### src/rtl/long_chain_pkg.sv
// long_chain_pkg
//   Shared constants and types for the long-chain addition interface.
//   Used by the operand loader and by the adder tree it feeds, so both
//   sides agree on operand count and widths.
package long_chain_pkg;

  localparam int NUM_OPERANDS = 8;
  localparam int OPERAND_W    = 4;
  localparam int SUM_W        = 7;   // 8 x 15 = 120 fits in 7 bits
  localparam int IDX_W        = 3;   // log2(NUM_OPERANDS)

  typedef enum logic [1:0] {
    ST_COLLECT = 2'd0,
    ST_ISSUE   = 2'd1,
    ST_WAIT    = 2'd2
  } loader_state_e;

  // Zero-extend one operand to the accumulator width.
  function automatic logic [SUM_W-1:0] widen_operand(input logic [OPERAND_W-1:0] v);
    return {{(SUM_W-OPERAND_W){1'b0}}, v};
  endfunction

endpackage

### src/rtl/long_chain_wait_timer.sv
// long_chain_wait_timer
//   Cycle counter bounding how long the loader waits for the adder tree.
//   Ports:
//     clk     - clock
//     rst     - asynchronous active-high reset
//     clr     - load the counter with zero (takes priority over en)
//     en      - count one cycle
//     expired - high during the TIMEOUT-th enabled cycle after a clear,
//               i.e. the last cycle the waiter may still be satisfied
module long_chain_wait_timer #(
  parameter int TIMEOUT = 16
) (
  input  logic clk,
  input  logic rst,
  input  logic clr,
  input  logic en,
  output logic expired
);

  localparam logic [7:0] LAST_COUNT = 8'(TIMEOUT - 1);

  logic [7:0] count_q;
  logic [7:0] count_d;

  always_comb begin
    count_d = count_q;
    if (clr) begin
      count_d = '0;
    end else if (en) begin
      count_d = count_q + 8'd1;
    end
  end

  always_ff @(posedge clk or posedge rst) begin
    if (rst) begin
      count_q <= '0;
    end else begin
      count_q <= count_d;
    end
  end

  // Decoded one cycle early so the owner's state change lands exactly
  // TIMEOUT cycles after the first enabled cycle.
  assign expired = en & (count_q == LAST_COUNT);

endmodule

### src/rtl/long_chain_operand_loader.sv
// long_chain_operand_loader
//   Producer side of the long-chain addition interface. Packs eight serial
//   4-bit operands into the parallel operand bus, strobes s_vi, then waits
//   for the adder tree's final_sum and compares it with a local sum.
//   Ports:
//     clk, rst               - clock, asynchronous active-high reset
//     in_data/in_valid       - serial operand stream (input)
//     in_ready               - operand accepted this cycle when in_valid
//     input_val0..7          - parallel operands, slot k = k-th accepted
//     s_vi                   - one-cycle operands-valid strobe
//     final_sum/s_ld_valid   - result returned by the adder tree
//     sum_out/sum_valid      - last captured sum, one-cycle update pulse
//     mismatch               - captured sum differed from expected
//     timeout                - one-cycle pulse when the wait expires
//     busy                   - state is not COLLECT
module long_chain_operand_loader
  import long_chain_pkg::*;
#(
  parameter int TIMEOUT = 16
) (
  input  logic                 clk,
  input  logic                 rst,
  input  logic [OPERAND_W-1:0] in_data,
  input  logic                 in_valid,
  output logic                 in_ready,
  output logic [OPERAND_W-1:0] input_val0,
  output logic [OPERAND_W-1:0] input_val1,
  output logic [OPERAND_W-1:0] input_val2,
  output logic [OPERAND_W-1:0] input_val3,
  output logic [OPERAND_W-1:0] input_val4,
  output logic [OPERAND_W-1:0] input_val5,
  output logic [OPERAND_W-1:0] input_val6,
  output logic [OPERAND_W-1:0] input_val7,
  output logic                 s_vi,
  input  logic [SUM_W-1:0]     final_sum,
  input  logic                 s_ld_valid,
  output logic [SUM_W-1:0]     sum_out,
  output logic                 sum_valid,
  output logic                 mismatch,
  output logic                 timeout,
  output logic                 busy
);

  localparam logic [IDX_W-1:0] LAST_IDX = IDX_W'(NUM_OPERANDS - 1);

  loader_state_e        state_q;
  logic [IDX_W-1:0]     idx_q;
  logic [SUM_W-1:0]     expected_q;
  logic [OPERAND_W-1:0] slot_q [NUM_OPERANDS];
  logic [SUM_W-1:0]     sum_out_q;
  logic                 s_vi_q;
  logic                 sum_valid_q;
  logic                 mismatch_q;
  logic                 timeout_q;
  logic                 busy_q;

  logic                 accept;
  logic                 timer_expired;

  // Ready is the only combinational output; held low during reset so the
  // source cannot see a spurious accept.
  assign in_ready = ~rst & (state_q == ST_COLLECT);
  assign accept   = in_valid & in_ready;

  long_chain_wait_timer #(
    .TIMEOUT (TIMEOUT)
  ) u_wait_timer (
    .clk     (clk),
    .rst     (rst),
    .clr     (state_q == ST_ISSUE),
    .en      (state_q == ST_WAIT),
    .expired (timer_expired)
  );

  always_ff @(posedge clk or posedge rst) begin
    if (rst) begin
      state_q     <= ST_COLLECT;
      idx_q       <= '0;
      expected_q  <= '0;
      for (int i = 0; i < NUM_OPERANDS; i++) begin
        slot_q[i] <= '0;
      end
      sum_out_q   <= '0;
      s_vi_q      <= 1'b0;
      sum_valid_q <= 1'b0;
      mismatch_q  <= 1'b0;
      timeout_q   <= 1'b0;
      busy_q      <= 1'b0;
    end else begin
      // Pulse outputs default low every cycle.
      s_vi_q      <= 1'b0;
      sum_valid_q <= 1'b0;
      timeout_q   <= 1'b0;

      case (state_q)
        ST_COLLECT: begin
          if (accept) begin
            slot_q[idx_q] <= in_data;
            idx_q         <= idx_q + IDX_W'(1);   // wraps to 0 after slot 7
            expected_q    <= expected_q + widen_operand(in_data);
            if (idx_q == LAST_IDX) begin
              state_q <= ST_ISSUE;
              s_vi_q  <= 1'b1;
              busy_q  <= 1'b1;
            end
          end
        end

        ST_ISSUE: begin
          state_q <= ST_WAIT;
        end

        ST_WAIT: begin
          // A response on the expiry cycle still counts as a response.
          if (s_ld_valid) begin
            sum_out_q   <= final_sum;
            mismatch_q  <= (final_sum != expected_q);
            sum_valid_q <= 1'b1;
            expected_q  <= '0;
            state_q     <= ST_COLLECT;
            busy_q      <= 1'b0;
          end else if (timer_expired) begin
            timeout_q   <= 1'b1;
            expected_q  <= '0;
            state_q     <= ST_COLLECT;
            busy_q      <= 1'b0;
          end
        end

        default: begin
          state_q <= ST_COLLECT;
          busy_q  <= 1'b0;
        end
      endcase
    end
  end

  assign input_val0 = slot_q[0];
  assign input_val1 = slot_q[1];
  assign input_val2 = slot_q[2];
  assign input_val3 = slot_q[3];
  assign input_val4 = slot_q[4];
  assign input_val5 = slot_q[5];
  assign input_val6 = slot_q[6];
  assign input_val7 = slot_q[7];

  assign s_vi      = s_vi_q;
  assign sum_out   = sum_out_q;
  assign sum_valid = sum_valid_q;
  assign mismatch  = mismatch_q;
  assign timeout   = timeout_q;
  assign busy      = busy_q;

endmodule

### config.mk
export PLATFORM = sky130hd
export DESIGN_NAME = long_chain_operand_loader
export DESIGN_NICKNAME = d
export VERILOG_FILES = /design/src/rtl/long_chain_pkg.sv /design/src/rtl/long_chain_wait_timer.sv /design/src/rtl/long_chain_operand_loader.sv
export SDC_FILE = /design/constraint.sdc
export NUM_CORES = 1
export LEC_CHECK = 0
export ABC_AREA = 1
export CORE_ASPECT_RATIO = 1.1
export CORE_MARGIN = 3
export CORE_UTILIZATION = 45
export CTS_BUF_LIST = sky130_fd_sc_hd__clkbuf_4 sky130_fd_sc_hd__clkbuf_8
export CTS_CLUSTER_SIZE = 16
export DETAILED_ROUTE_END_ITERATION = 16
export PLACE_DENSITY = 0.78
export SLEW_MARGIN = 40
export SYNTH_ARGS = -nofsm -noshare
export SYNTH_HDL_FRONTEND = slang
export SYNTH_SLANG_ARGS = --single-unit
### constraint.sdc
create_clock -name clk -period 3.1 [get_ports clk]
set_input_delay 0.62 -clock clk [delete_from_list [all_inputs] [get_ports clk]]
set_output_delay 0.62 -clock clk [all_outputs]
set_load 0.02 [all_outputs]
==> results.cfg <==
[outcome]
outcome = finished, final reports clean

[global_routing]
grt_pass1_wl_um = 11200
grt_usage_pct = 17.9
grt_max_degree = 65
antenna_found_initial = 0
first_global_vias = 2488
overflow = 0

[logic_synthesis]
synth_nets = 385
synth_flop_cell = dfrtp_1
ys_warn_count = 0
syn_inst = 359
synth-async-reset-ratio_pct = 100
synth-edff-count = 0
syn-cell-area_sq_mm = 0.00302
yosysUniqueCellTypes = 26
yosysSeqAreaShare_pct = 53.1
syn-mean-instance-area_sq_um = 8.40
synth-seq-cells = 64

[cells_and_area]
antennaDiodeCount = 0
final_util_pct = 62.2
area_delta_synth_final_pct = 30.8
nFillCells = 550
final_cell_mix = nand2_1 (104), dfrtp_1 (64), clkdlybuf4s50_1 (59)
final_common_cell = nand2_1
fin_nets = 453
layout-drive-gt1-share_pct = 6.94

[route]
wl_per_cell_um = 12.4
ant_nets = 0
drt-met1-wl_um = 2810
drc_errors = 0
drt-initial-drc-count = 173
dr_wl_met2_um = 2990
vias_per_cell = 4.85
routed_wl_um = 6330
dr_total_vias = 2482
drt_first_pass_iters = 4
top_layer = met4
route.met3.wl_um = 415

[power]
power_switching_mw = 1.50
p_int_mw = 2.45
p_seq_share_pct = 36.2
swShare_pct = 37.9
pwr-share-comb_pct = 42.5
power_frac_clock_pct = 21.3
power_density_mw_per_mm2 = 1000
leakagePower_nw = 1.91
worst_ir_drop_vdd_mv = 0.591

[sta]
final.setup.tns_ps = 0
period_needed_ps = 2540
finalClockSkew_ps = 8.62
period_share_pct = 82.0
rsz0062_at_grt = false
hold_violations = 0
worst_pin_slew_ps = 562
setup_viol = 0
maxSlewHeadroom_pct = 62.5
clock.fmax_ghz = 0.394
drv_slew = 0

[floorplan]
core_sq_mm = 0.00634
rows = 30
dieArea_sq_mm = 0.00772
dieWidth_um = 84.1
ioPinCount = 60
die_height_um = 91.9
initial_utilization_pct = 47.6

[flow_run]
cap_violations = 0

[hold_path]
holdPathStages = 2
holdPathEnd = sum_out[3]$_DFFE_PP0P_
hp-class = register to register
hp-start = sum_out[3]$_DFFE_PP0P_

[clock_network]
clkTransAtPathRegs_ps = 70
numCtsBuffers = 9
clk_latency_ps = 340
htreeDepth = 3
cts_resized = 0
cts_buffer_depth = 2
cts_setup_buffers = 0
clock-sinks = 64
cts_tree = done
cts_root_buf = clkbuf_8
postCtsHoldBufs = 0

[setup_path]
reg2reg_to = input_val4[1]$_DFFE_PP0P_
startpoint_type = register
worstPathRequired_ps = 2480
r2r-start = state_q[0]$_DFFE_PP0P_
critPathKind = register to output pin
cp.arrival_ps = 1920
end_kind = output pin
critPathMaxFanout = 7
regToRegSetupSlack_ps = 1380
ff2ff_path_depth = 7

[placement]
port_buffers = 59
place.gp.congestion = 0.818
dp_hpwl_um = 4630
worst max path at each step:
stage | start | to | slack (ps) | cells after the start
2_1_floorplan | rst | input_val0[0]$_DFFE_PP0P_ | 100 | 6
3_3_place_gp | rst | in_ready | 720 | 3
3_5_place_dp | rst | in_ready | 710 | 3
4_1_cts | state_q[0]$_DFFE_PP0P_ | in_ready | 550 | 5
5_1_grt | state_q[0]$_DFFE_PP0P_ | in_ready | 430 | 5
6_report | state_q[0]$_DFFE_PP0P_ | in_ready | 560 | 5
Yosys cell counts (2+ instances only):
cell type | count | area (sq um)
dfrtp_1 | 64 | 1600
o21ai_0 | 38 | 190
nand2_1 | 104 | 390
inv_1 | 45 | 169
o21ai_1 | 2 | 10.0
nand3_1 | 12 | 60.1
ha_1 | 10 | 125
nor2_1 | 43 | 161
nor3_4 | 2 | 32.5
nor2_4 | 4 | 45.0
a21oi_1 | 18 | 90.1
nand4_1 | 3 | 18.8
layout make-up:
cell class / instances / area, sq um / share of cell area (%)
sequential: 64 / 1600 / 40.6
inverter: 47 / 181 / 4.60
clock buffer: 14 / 180 / 4.57
clock inverter: 2 / 60.1 / 1.52
timing repair buffer: 60 / 602 / 15.3
multi-input combinational: 245 / 1220 / 30.9
tap: 80 / 100 / 2.54
state kept, by name, summed over array words and instances, names as in the netlist:
register	flops
busy	1
expected_q	7
idx_q	3
input_val0	4
input_val1	4
input_val2	4
input_val3	4
input_val4	4
input_val5	4
input_val6	4
input_val7	4
mismatch	1
s_vi	1
state_q	2
sum_out	7
sum_valid	1
timeout	1
u_wait_timer.count_q	8
logic make-up (layout without fill, tap and decap cells):
group / Yosys count / in the layout / share of synthesized area (%)
simple gates: 173 / 173 / 25.2
buf+inv: 50 / 123 / 6.47
fa+ha+maj: 11 / 11 / 4.81
compound gates: 59 / 59 / 9.83
flops: 64 / 64 / 53.1
xor+xnor: 2 / 2 / 0.581
per-stage QoR:
| stage | std cells | power, mW | worst slack (ps) | area (sq um) | hold WS, ps |
|---|---|---|---|---|---|
| floorplan | 359 | 2.41 | 105 | 3020 | 463 |
| global placement | 496 | 3.07 | 720 | 3700 | 466 |
| detailed placement | 496 | 3.12 | 713 | 3700 | 472 |
| CTS | 512 | 3.99 | 553 | 3940 | 490 |
| global route | 512 | 4.25 | 431 | 3950 | 507 |
| finish | 512 | 3.95 | 560 | 3950 | 485 |
power groups by stage:
stage	Sequential (mW)	Combinational, mW	Clock (mW)
after detailed placement	1.44	1.69	0
after CTS	1.43	1.70	0.862
final	1.43	1.68	0.842
after global routing	1.48	1.86	0.900
after floorplan	1.68	0.731	0
after global placement	1.43	1.64	0
layer usage:
| layer | global-route usage [%] | up-vias |
|---|---|---|
| met5 | 0 | - |
| met3 | 6.38 | 11 |
| met1 | 22.6 | 1138 |
| met4 | 6.57 | 0 |
| li1 | - | 1269 |
| met2 | 28.3 | 64 |
critical path, cell delays in order (launching register included):
cell	delay [ps]
dfrtp_1	380
inv_1	100
ha_1	340
inv_1	80
nor2_1	90
clkdlybuf4s50_1	600
(Power assumes the default switching activity.)
==> edit, RTL diff (same settings) <==
Re-encode `loader_state_e` (3 states) as one-hot, 3 bits wide.
--- a/src/rtl/long_chain_pkg.sv
+++ b/src/rtl/long_chain_pkg.sv
@@ -9,10 +9,10 @@
   localparam int SUM_W        = 7;   // 8 x 15 = 120 fits in 7 bits
   localparam int IDX_W        = 3;   // log2(NUM_OPERANDS)
 
-  typedef enum logic [1:0] {
-    ST_COLLECT = 2'd0,
-    ST_ISSUE   = 2'd1,
-    ST_WAIT    = 2'd2
+  typedef enum logic [2:0] {
+    ST_COLLECT = 3'b001,
+    ST_ISSUE   = 3'b010,
+    ST_WAIT    = 3'b100
   } loader_state_e;
 
   // Zero-extend one operand to the accumulator width.
Check against the original RTL: same outputs for any inputs over 10 cycles, from zero or initial values and one cycle with rst high; not proved beyond that.
==> edit against the unedited design <==
Area after synthesis increased by 5.2%; sequential cell count grew 1; fmax is 1.4% lower; routed wire length increased by 11%; combinational power shrank 13%; final area is 4.3% higher; final cell count rose by 3.9%; sequential share of layout area decreased by 1.0 points; total power decreased by 6.1%; synthesized cell count rose by 5.0%; register-to-register slack better by 0.04 ns; setup slack worse by 0.037 ns; largest power group unchanged.
==> edit: results (changes against the unedited design) <==
HPWL_UM=5080  # was 4630 um
GRT_MAX_DEGREE=31  # was 65
CLOCK_SKEW_NS=0.00602  # was 0.00862 ns
FINALNETCOUNT=468  # was 453
R2R-END='input_val0[1]$_DFFE_PP0P_'  # was input_val4[1]$_DFFE_PP0P_
HOLD_PATH_END='sum_out[0]$_DFFE_PP0P_'  # was sum_out[3]$_DFFE_PP0P_
GRTUSAGEMET2_PCT=31.2  # was 28.3%
SYNTH_XOR_AREA_SHARE_PCT=2.21  # was 0.581%
SYNTH_TOP_CELLS_BY_COUNT='175 x sky130_fd_sc_hd__nand2_1, 64 x sky130_fd_sc_hd__dfrtp_1, 32 x sky130_fd_sc_hd__inv_1'  # was 104 x sky130_fd_sc_hd__nand2_1, 64 x sky130_fd_sc_hd__dfrtp_1, 45 x sky130_fd_sc_hd__inv_1
VIA_PER_INST=4.93  # was 4.85
FINAL_LAYOUT_SIZE_SUFFIX_GT1_SHARE_PCT=10.9  # was 6.94%
RUN_STATUS='finished clean'  # unchanged
SYNTH_TOP_CELLS_BY_AREA='sky130_fd_sc_hd__dfrtp_1 50%, sky130_fd_sc_hd__nand2_1 21%, sky130_fd_sc_hd__inv_1 3.8%'  # was sky130_fd_sc_hd__dfrtp_1 53%, sky130_fd_sc_hd__nand2_1 13%, sky130_fd_sc_hd__o21ai_0 6.3%
REGTOREGSETUPSLACK_NS=1.42  # was 1.38 ns
SYNTH_CELL_TYPES=28  # was 26
SYNTH_FP_NETS=400  # was 385
FIRST_PASS_GRT_WIRE_LENGTH_UM=12500  # was 11200 um
SYN_INST=377  # was 359
WL_UM=7060  # was 6330 um
WORST_R2R_STARTPOINT='state_q[0]$_DFFE_PP1P_'  # was state_q[0]$_DFFE_PP0P_
GLOBALROUTEMET1UTIL_PCT=25.3  # was 22.6%
CELLLEAKAGEPOWER_nW=2.09  # was 1.91 nW
FF2FF_PATH_DEPTH=6  # was 7
GLOBAL_ROUTE.USAGE.MET3_PCT=3.60  # was 6.38%
GLOBALROUTETOTALUTIL_PCT=19.5  # was 17.9%
ARRIVAL_NS=1.96  # was 1.92 ns
FINAL_CELLS=532  # was 512
edit: cell count changes after synthesis, sizes merged, moves of 2 or more:
cell | unedited run | this run
nor2 | 47 | 21
nor3 | 3 | 10
nand3 | 13 | 18
ha | 10 | 7
o21ai | 40 | 17
xnor2 | 1 | 3
nand3b | 0 | 2
clkbuf | 2 | 4
nand2 | 105 | 184
inv | 46 | 33
xor2 | 1 | 5
nand4 | 4 | 2
a21oi | 18 | 2
edit: report_power, final:
group / leakage, nW / switching (W) / total [W] / internal (W)
Clock: 0.123 / 0.000330 / 0.000894 / 0.000564
Combinational: 1.11 / 0.000819 / 0.00146 / 0.000646
Sequential: 0.850 / 0.000225 / 0.00135 / 0.00112
Total: 2.09 / 0.00137 / 0.00371 / 0.00233
edit: worst max-delay path by stage:
stage / from / endpoint / slack (ns)
3_3_place_gp: rst / in_ready / 0.53
3_5_place_dp: rst / in_ready / 0.52
5_1_grt: rst / in_ready / 0.49
4_1_cts: rst / in_ready / 0.52
2_1_floorplan: rst / busy$_DFFE_PP0P_ / 0.86
6_report: rst / in_ready / 0.52
edit: cell type report:
type / count / area, um^2 / area share, %
clock buffers: 11 / 145 / 3.53
clock inverters: 5 / 103 / 2.49
inverters: 34 / 135 / 3.28
multi-input cells: 274 / 1400 / 33.9
flip-flops and latches: 65 / 1630 / 39.6
well taps: 82 / 103 / 2.49
repair buffers: 61 / 606 / 14.7
edit: cells by family (layout without fill, tap and decap cells):
logic type	Yosys count	in the layout
AO/OA/AOI/OAI	20	20
XOR/XNOR	8	8
AND/OR/NAND/NOR	238	238
buffers and inverters	38	111
flip-flops	65	65
adder cells (fa/ha/maj)	8	8
edit: per-layer routing:
layer  routed length [um]  vias up
li1                     -     1311
met5                    0        -
met2                 3380       81
met4                  143        0
met1                 3110     1216
met3                  418       16
